$ cat config.mk
export PLATFORM = sky130hd
export DESIGN_NAME = flash_page_load_arbiter
export DESIGN_NICKNAME = d
export VERILOG_FILES = /design/src/rtl/flash_page_load_arbiter.sv
export SDC_FILE = /design/constraint.sdc
export NUM_CORES = 1
export LEC_CHECK = 0
export BUFFER_PORTS_ARGS = -buffer_cell sky130_fd_sc_hd__buf_4
export CELL_PAD_IN_SITES_DETAIL_PLACEMENT = 1
export CELL_PAD_IN_SITES_GLOBAL_PLACEMENT = 1
export CORE_AREA = 2 2 157 159
export DETAILED_ROUTE_END_ITERATION = 12
export DIE_AREA = 0 0 159 161
export PLACE_DENSITY = 0.55
export SLEW_MARGIN = 20
export SYNTH_ARGS = -nofsm -noshare
export SYNTH_HDL_FRONTEND = slang
export SYNTH_SLANG_ARGS = --single-unit
$ cat constraint.sdc
create_clock -name clk -period 7.4 [get_ports clk]
set_input_delay 1.11 -clock clk [delete_from_list [all_inputs] [get_ports clk]]
set_output_delay 1.11 -clock clk [all_outputs]
set_load 0.03 [all_outputs]
$ cat src/rtl/flash_page_load_arbiter.sv
// Round-robin arbiter that hands the single QSPI flash reader to one cache page at a time,
// forwards that page's reader controls, and writes returned words into the shared cache SRAM.
module flash_page_load_arbiter #(
    parameter int PAGE_COUNT              = 8,
    parameter int PAGE_INDEX_ADDRESS_SIZE = 3,
    parameter int ADDRESS_SIZE            = 24,
    parameter int SRAM_ADDRESS_SIZE       = 9
) (
    input  logic                                      clk,
    input  logic                                      rst,
    input  logic [PAGE_COUNT-1:0]                     page_requestLoad,
    input  logic [PAGE_COUNT-1:0]                     page_changeAddress,
    input  logic [PAGE_COUNT-1:0]                     page_requestData,
    input  logic [PAGE_COUNT*ADDRESS_SIZE-1:0]        page_address,
    input  logic [PAGE_COUNT*SRAM_ADDRESS_SIZE-1:0]   page_sramWriteAddress,
    output logic [PAGE_COUNT-1:0]                     page_pageLoading,
    output logic                                      qspi_changeAddress,
    output logic [ADDRESS_SIZE-1:0]                   qspi_address,
    output logic                                      qspi_requestData,
    input  logic [31:0]                               qspi_readData,
    input  logic                                      qspi_readDataValid,
    input  logic                                      qspi_busy,
    output logic                                      sram_writeEnable,
    output logic [SRAM_ADDRESS_SIZE-1:0]              sram_writeAddress,
    output logic [31:0]                               sram_writeData,
    output logic                                      busy,
    output logic [PAGE_INDEX_ADDRESS_SIZE-1:0]        activePage
);

    typedef enum logic [1:0] {
        STATE_IDLE,
        STATE_LOAD,
        STATE_RELEASE
    } arbState_t;

    arbState_t                          state;
    arbState_t                          nextState;
    logic [PAGE_INDEX_ADDRESS_SIZE-1:0] lastGrant;
    logic [PAGE_INDEX_ADDRESS_SIZE-1:0] pickIndex;
    logic [PAGE_INDEX_ADDRESS_SIZE-1:0] candidate;
    logic                               pickFound;

    // Search starts just after the previous winner; index arithmetic wraps because PAGE_COUNT is a power of two.
    always_comb begin
        pickIndex = lastGrant;
        candidate = lastGrant;
        pickFound = 1'b0;
        for (int i = 1; i <= PAGE_COUNT; i++) begin
            candidate = lastGrant + PAGE_INDEX_ADDRESS_SIZE'(i);
            if (!pickFound && page_requestLoad[candidate]) begin
                pickIndex = candidate;
                pickFound = 1'b1;
            end
        end
    end

    // NOTE: state is updated with non-blocking assignments so every flop samples pre-edge values.
    always_ff @(posedge clk) begin
        if (rst) begin
            state      <= STATE_IDLE;
            activePage <= '0;
            lastGrant  <= PAGE_INDEX_ADDRESS_SIZE'(PAGE_COUNT - 1);
        end else begin
            state <= nextState;
            if (state == STATE_IDLE && nextState == STATE_LOAD) begin
                activePage <= pickIndex;
                lastGrant  <= pickIndex;
            end
        end
    end

    always_comb begin
        nextState = state;
        case (state)
            STATE_IDLE:    if (pickFound && !qspi_busy) nextState = STATE_LOAD;
            STATE_LOAD:    if (!page_requestLoad[activePage]) nextState = STATE_RELEASE;
            STATE_RELEASE: nextState = STATE_IDLE;
            default:       nextState = STATE_IDLE;
        endcase
    end

    // NOTE: every output gets a default before the LOAD branch, so no latch is inferred for the other states.
    always_comb begin
        page_pageLoading   = '0;
        busy               = 1'b0;
        qspi_changeAddress = 1'b0;
        qspi_address       = '0;
        qspi_requestData   = 1'b0;
        sram_writeEnable   = 1'b0;
        sram_writeAddress  = '0;
        sram_writeData     = '0;
        // Gating with rst keeps the reader and SRAM quiet in the reset cycle itself, before the state flop clears.
        if (state == STATE_LOAD && !rst) begin
            page_pageLoading[activePage] = 1'b1;
            busy                         = 1'b1;
            qspi_changeAddress           = page_changeAddress[activePage];
            qspi_address                 = page_address[int'(activePage)*ADDRESS_SIZE +: ADDRESS_SIZE];
            qspi_requestData             = page_requestData[activePage];
            sram_writeEnable             = qspi_readDataValid && page_requestData[activePage];
            sram_writeAddress            = page_sramWriteAddress[int'(activePage)*SRAM_ADDRESS_SIZE +: SRAM_ADDRESS_SIZE];
            sram_writeData               = qspi_readData;
        end
    end

endmodule

==> results.md, run 1 <==
* Die area at ~26,000 sq um
* Setup TNS at 0 ps
* Post-route cell area at about 7000 sq um
* Sw Pwr at ~830 uW
* Hold Vio Cnt, Final at 0
* Sequential element share of the synthesized area at roughly 4.2%
* CORE AREA at 23,960 sq um
* Root Buffer: clkbuf_16
* Power Density at between 200 and 250 nW/um^2
* Register area at 168.9 sq um
* CTS tree: yes
* Cts repair resizes at 0
* Post-CTS setup buffer count at 0
* Required @ worst endpoint at between 7000 and 8000 ps
* CP Class: flop to flop
* Clock transition at path regs at 40 ps
* H-tree depth at 1
* Yosys cell types at between 50 and 60
* Final period util at 55.85%
* Cts bufs inserted at 3
* Final wirelength at around 22 mm
* Synth area leader: mux4_2
* Nature of the critical path endpoint: flop
* Bufs on Longest Clock Path at 2
* Layout Area Growth over Synthesis at 87.93%
* First-pass GRT wire length at around 33 mm
* Port Buffer Count at 403
* Synth async-reset ratio at 0%
* Vias at slightly below 5k
* Switch share at 48.08%
* Crit path launch type: flop
* Syn avg cell area at 10.51 sq um
* Clk sinks at 8
* # hold bufs at CTS at 0
* Status: finished, final reports clean
* First drt pass iteration count at 5
* Combinational share of power at a little over four fifths
* Unrepaired setup endpoints after global routing: no
* Syn nets at between 600 and 700
* Grt total ovfl at 0
* Final net count at around 1.1k
* Tmin final at slightly above 4000 ps
* Largest net degree at the start of global routing at 51
* Ports at just over 400
* Final HPWL DP at 19.19 mm
* Final slew viol count at 0
* Placed cell areas at 7129 sq um
* Post-synth EDFFs at 0
* Worst Max-Slew Pin Slew at 943.2 ps
* Leak at between 0.003 and 0.004 uW
* Via density at ~4.6
* Clock Power Share at 5.1%
* Top cells by area, synth: mux4_2, mux2i_1, and3_1
* Worst Path Max Fanout at 21
* Yosys warns at 0
* Initial antenna violation count at 2
* Initial Utilization at 16.01%
* Top-count cell post-synth: mux4_2
* Initial DRC count at roughly 240
* Rows at 57
* Global-route usage over all layers at between 15 and 20%
* Post-synthesis cell count at around 370
* Global placement routability congestion at about 0.77
* Routed len/inst at approximately 21 um
* # fillers at approximately 2.9k
* Clock Latency Late Sink at about 230 ps
* Reg power frac at around 11%
* Worst min-delay path class: flop to flop
* Drt drc at 0
* Final setup fails at 0
* FF+latch count, synth at 8
* Slew margin rel. at between 30 and 40%
* Vert. Die Dim at between 150 and 200 um
* Post-route ant nets at 0
* Max-cap check violation count at 0
* Final Skew at around 0.31 ps
* Share of cells above drive strength 1 at between 60% and 70%
* Post-Synthesis Cell Area at 3836 sq um
* Post-synth top area share at 46.97%
* Vias in the first global route at about 5.3k
* Peak supply drop at between 0.1 and 0.15 mV
* Worst EP arrival at approximately 4200 ps
* Multi-input logic area at between 3000 and 4000 sq um
* Most used DFF post-synth: dfxtp_1
* Maximum clock rate at roughly 240 MHz
* Die Width at 159 um
* Synth top cells by count: mux4_2, nor2_1, mux2i_1, and3_1, clkbuf_1
* Cell-internal power at between 800 and 900 uW
-- layer usage --
layer	GRT usage, %	share of wire (%)	routed length, um	up-vias
met5	0	0	0	-
met4	1.818	0.83	187	0
met3	3.929	8.1	1817	6
met2	31.76	53	12010	233
met1	19.45	38	8473	2399
li1	-	-	-	2235
-- state kept, by name, summed over array words and instances (netlist names) --
name	flops
lastGrant	3
activePage	3
state	2
-- logic make-up (layout without fill, tap and decap cells) --
family                     after synthesis  in the layout  share of synthesized area [%]
DFF                                      8              8                          4.175
xor gates and xnor gates                 2              2                          1.142
and+or+nand+nor                        135            135                          18.23
adders and majority gates                2              2                         0.6522
AOI/OAI and AO/OA                       38             38                          7.012
other                                    0              2                              0
buffers and inverters                   48            418                          5.642
muxes                                  132            132                          63.14
-- metrics by stage --
stage / power [uW] / hold slack (ps) / cells / utilization [%] / setup slack [ps]
after floorplan: 1233 / 494.0 / 365 / - / 3372
after global placement: 1662 / 719.7 / 1056 / 29.75 / 3366
after detailed placement: 1666 / 701.5 / 1056 / 29.75 / 3265
after CTS: 1760 / 706.9 / 1059 / 30.06 / 3227
after global routing: 1877 / 743.1 / 1060 / 30.08 / 2856
final: 1730 / 687.5 / 1061 / 30.09 / 3267
-- worst paths after layout --
path                 start  slack (ps)  cells past startpoint             to
max           lastGrant[0]        3270                      9   lastGrant[0]
max reg2reg   lastGrant[0]        3270                      9   lastGrant[0]
min          activePage[2]         690                      2  activePage[2]
min reg2reg  activePage[2]         690                      2  activePage[2]
-- cells in the final DEF (no fill, tap or decap), drive strengths merged, types with 5 or more instances in the layout --
cell and count:
buf 409, mux4 84, nor2 43, mux2i 43, and3 32, nand2 20, nand3 10, a21oi 10
nor3 8, dfxtp 8, o21ai 6, a31oi 5, inv 5, mux2 5
-- critical path, stage by stage, from the launching register on --
cell	delay, ps
dfxtp_1	870
clkinv_1	460
ha_1	750
mux4_2	470
mux2i_4	310
and4bb_4	320
and2_4	180
a221oi_2	90
o21ai_0	160
or3b_1	380
-- power groups by stage --
stage | Sequential, uW | Clock [uW] | Combinational (uW)
after global placement | 200 | 0 | 1460
after CTS | 200 | 91.6 | 1470
after floorplan | 82.9 | 0 | 1150
after detailed placement | 200 | 0 | 1470
final | 191 | 89.0 | 1450
after global routing | 211 | 93.1 | 1570
-- final cells by class --
class	instances	share of cell area [%]
antenna	2	0.06942
clock buffer	3	1.041
inverter	6	0.3124
multi-input combinational	309	48.02
sequential	8	2.343
tap	324	5.623
timing repair buffer	409	42.59
Note: power is estimated with default switching activity, not from simulation.
==> run 2: changes to the inputs <==
ABC_AREA = 1   (was not set)
PLACE_DENSITY = 0.63   (was 0.55)
clock period = 3.9 ns   (was 7.4 ns; I/O delays follow)
==> results.md, run 2 <==
* Status: finished, final reports clean (unchanged)
* Post-synth EDFFs at 0 (unchanged)
* FF+latch count, synth at 8 (unchanged)
* Cts repair resizes at 0 (unchanged)
* Most used DFF post-synth: dfxtp_1 (unchanged)
* Top-count cell post-synth: nor2_1 (was mux4_2)
* Largest net degree at the start of global routing at 145 (was 51)
* Tmin final at 2833 ps
* Share of cells above drive strength 1 at 40.53% (was 69.80%)
* Via density at 4.398 (was 4.593)
* Syn nets at 1,100 (was 691)
* Die Width at 159 um (unchanged)
* Routed len/inst at 17.62 um (was 21.19 um)
* Initial DRC count at 213 (was 238)
* Vias at 6,417 (was 4,873)
* # hold bufs at CTS at 0 (unchanged)
* Leak at 0.003656 uW (was 0.003247 uW)
* Final HPWL DP at 20.65 mm (was 19.19 mm)
* CP Class: flop to output pin (was flop to flop)
* Final Skew at 1.267 ps (was 0.3127 ps)
* Global placement routability congestion at 0.8509 (was 0.7696)
* Final period util at about 73%
* Most common cell after layout, fill and taps aside: buf_4 (unchanged)
* Worst Max-Slew Pin Slew at 762.3 ps (was 943.2 ps)
* Final wirelength at 25.70 mm (was 22.48 mm)
* First-pass GRT wire length at 38.87 mm (was 32.93 mm)
* Cell-internal power at 1249 uW (was 898.4 uW)
* Yosys warns at 0 (unchanged)
* Final net count at 1,462 (was 1,063)
* Crit-path slowest cell: dfxtp_1 (unchanged)
* Worst min-delay path class: input pin to flop (was flop to flop)
* Clock Power Share at 5.4% (was 5.1%)
* Slew margin rel. at 49.00% (was 37.12%)
* Maximum clock rate at 353.0 MHz
* H-tree depth at 1 (unchanged)
* # diodes at 0 (was 2)
* Initial antenna violation count at 0 (was 2)
* Synth async-reset ratio at 0% (unchanged)
* Worst path max stage delay at 440 ps (was 870 ps)
* Clock Latency Late Sink at 230 ps (about the same)
* Nature of the critical path endpoint: output pin (was flop)
* Top flop regs: activePage: 3 flops, lastGrant: 3 flops, state: 2 flops (unchanged)
* Synth top cells by count: nor2_1, o21ai_0, nand2_1, clkbuf_1, inv_1 (was mux4_2, nor2_1, mux2i_1, and3_1, clkbuf_1)
* Layout Area Growth over Synthesis at 91.53% (was 87.93%)
* Ports at 404 (unchanged)
* Hold Vio Cnt, Final at 0 (unchanged)
* Grt total ovfl at 0 (unchanged)
* Post-synth top area share at 33.52% (was 46.97%)
* First drt pass iteration count at 4 (was 5)
* Peak supply drop at 0.3865 mV (was 0.1310 mV)
* Clk sinks at 8 (unchanged)
* Required @ worst endpoint at 3310 ps (was 7500 ps)
* Initial Utilization at 15.47% (was 16.01%)
* Switch share at 62.58% (was 48.08%)
* Yosys cell types at 35 (was 58)
* Root Buffer: clkbuf_16 (unchanged)
* Sequential element share of the synthesized area at 4.321% (was 4.175%)
* Power Density at 470.2 nW/um^2 (was 240.0 nW/um^2)
* Most frequent cells in the layout: buf_4, nor2_1, o21ai_0, nand2_1, inv_1 (was buf_4, mux4_2, nor2_1, mux2i_1, and3_1)
* Worst Path Max Fanout at 36 (was 21)
* Post-Synthesis Cell Area at 3706 sq um (was 3836 sq um)
* Final setup fails at 0 (unchanged)
* Unrepaired setup endpoints after global routing: no (unchanged)
* Final slew viol count at 0 (unchanged)
* Vert. Die Dim at 161 um (unchanged)
* CTS tree: yes (unchanged)
* CORE AREA at 23,960 sq um (unchanged)
* Power Total at 3337 uW (was 1730 uW)
* Post-route ant nets at 0 (unchanged)
* Port Buffer Count at 403 (unchanged)
* Vias in the first global route at 6,734 (was 5,308)
* Post-synthesis cell count at 774 (was 365)
* Synth area leader: nor2_1 (was mux4_2)
* Clock transition at path regs at 40 ps (about the same)
* Crit path launch type: flop (unchanged)
* Rows at 57 (unchanged)
* Post-CTS setup buffer count at 0 (unchanged)
* Top cells by area, synth: nor2_1, o21ai_0, a41oi_1 (was mux4_2, mux2i_1, and3_1)
* Setup TNS at 0 ps (unchanged)
* Die area at 25,600 sq um (unchanged)
* Combinational share of power at 89.0% (was 83.8%)
* Max-cap check violation count at 0 (unchanged)
* Bufs on Longest Clock Path at 2 (unchanged)
* Syn avg cell area at 4.788 sq um (was 10.51 sq um)
* Cts bufs inserted at 3 (unchanged)
* Reg power frac at 5.6% (was 11.1%)
* Sw Pwr at 2089 uW (was 831.9 uW)
* Global-route usage over all layers at 18.99% (was 16.64%)
* Drt drc at 0 (unchanged)
* Crit-path cells: inv_1 > nor2_1 > clkinv_1 > buf_4 > nor2_1 > o21ai_0 > a41oi_1 > buf_4 (was clkinv_1 > ha_1 > mux4_2 > mux2i_4 > and4bb_4 > and2_4 > a221oi_2 > o21ai_0 > or3b_1)
* Worst EP arrival at 2250 ps (was 4230 ps)
run 2: cell count changes after synthesis, moves of 32 or more:
cell,previous run,this run
nor2_1,43,331
o21ai_0,5,143
mux4_2,80,0
nand2_1,20,66
inv_1,5,47
mux2i_1,41,0
a41oi_1,0,33
and3_1,32,0
run 2: cells by family after synthesis:
kind of cell | count (synthesis) | synth area share, %
xor+xnor | 3 | 0.7091
flops | 8 | 4.321
buf+inv | 114 | 12.19
simple gates | 453 | 51.62
compound gates | 194 | 30.49
fa+ha+maj | 2 | 0.6751
run 2: stage by stage:
stage               utilization [%]  instance area (sq um)  hold WS, ps  worst slack [ps]  instances
global route                  29.62                   7098        569.7             844.8       1459
floorplan                         -                   3706        503.5              1134        774
global placement              29.29                   7019        564.7              1088       1455
detailed placement            29.29                   7019        548.5              1066       1455
CTS                           29.62                   7098        555.3              1043       1459
finish                        29.62                   7098        555.0              1067       1459
run 2: routing by layer:
layer	global-route usage [%]	wire length [um]	part of all wire, %
met1	23.01	10590	41
met2	34.76	12990	51
met3	4.725	1789	7.0
met4	2.438	334	1.3
met5	0	0	0
run 2: layout make-up:
cell class / count / area [sq um]
clock buffer: 4 / 78.83
fill: 3255 / 16860
inverter: 60 / 227.7
multi-input combinational: 652 / 3099
sequential: 8 / 163.9
tap: 324 / 405.4
timing repair buffer: 411 / 3123
run 2: path summary, 6_finish.rpt:
kind	cells after the start	start	endpoint	slack, ps
worst max-delay path	8	activePage[1]	qspi_address[13]	1070
worst min-delay path	2	rst	activePage[0]	560
worst max register to register	16	lastGrant[1]	lastGrant[1]	1110
worst min register to register	3	state[1]	state[0]	570
run 2: critical path: cells and delay by family (launching register included):
family          cells  cell delay [ps]
buf+inv             4              690
simple gates        2              440
flops               1              440
compound gates      2              420
run 2: power by group through the flow:
stage,clock (uW),combinational [uW],sequential [uW]
floorplan,0,2070,145
global placement,0,2960,186
detailed placement,0,3000,188
CTS,184,3010,187
global route,190,3330,194
finish,180,2970,187
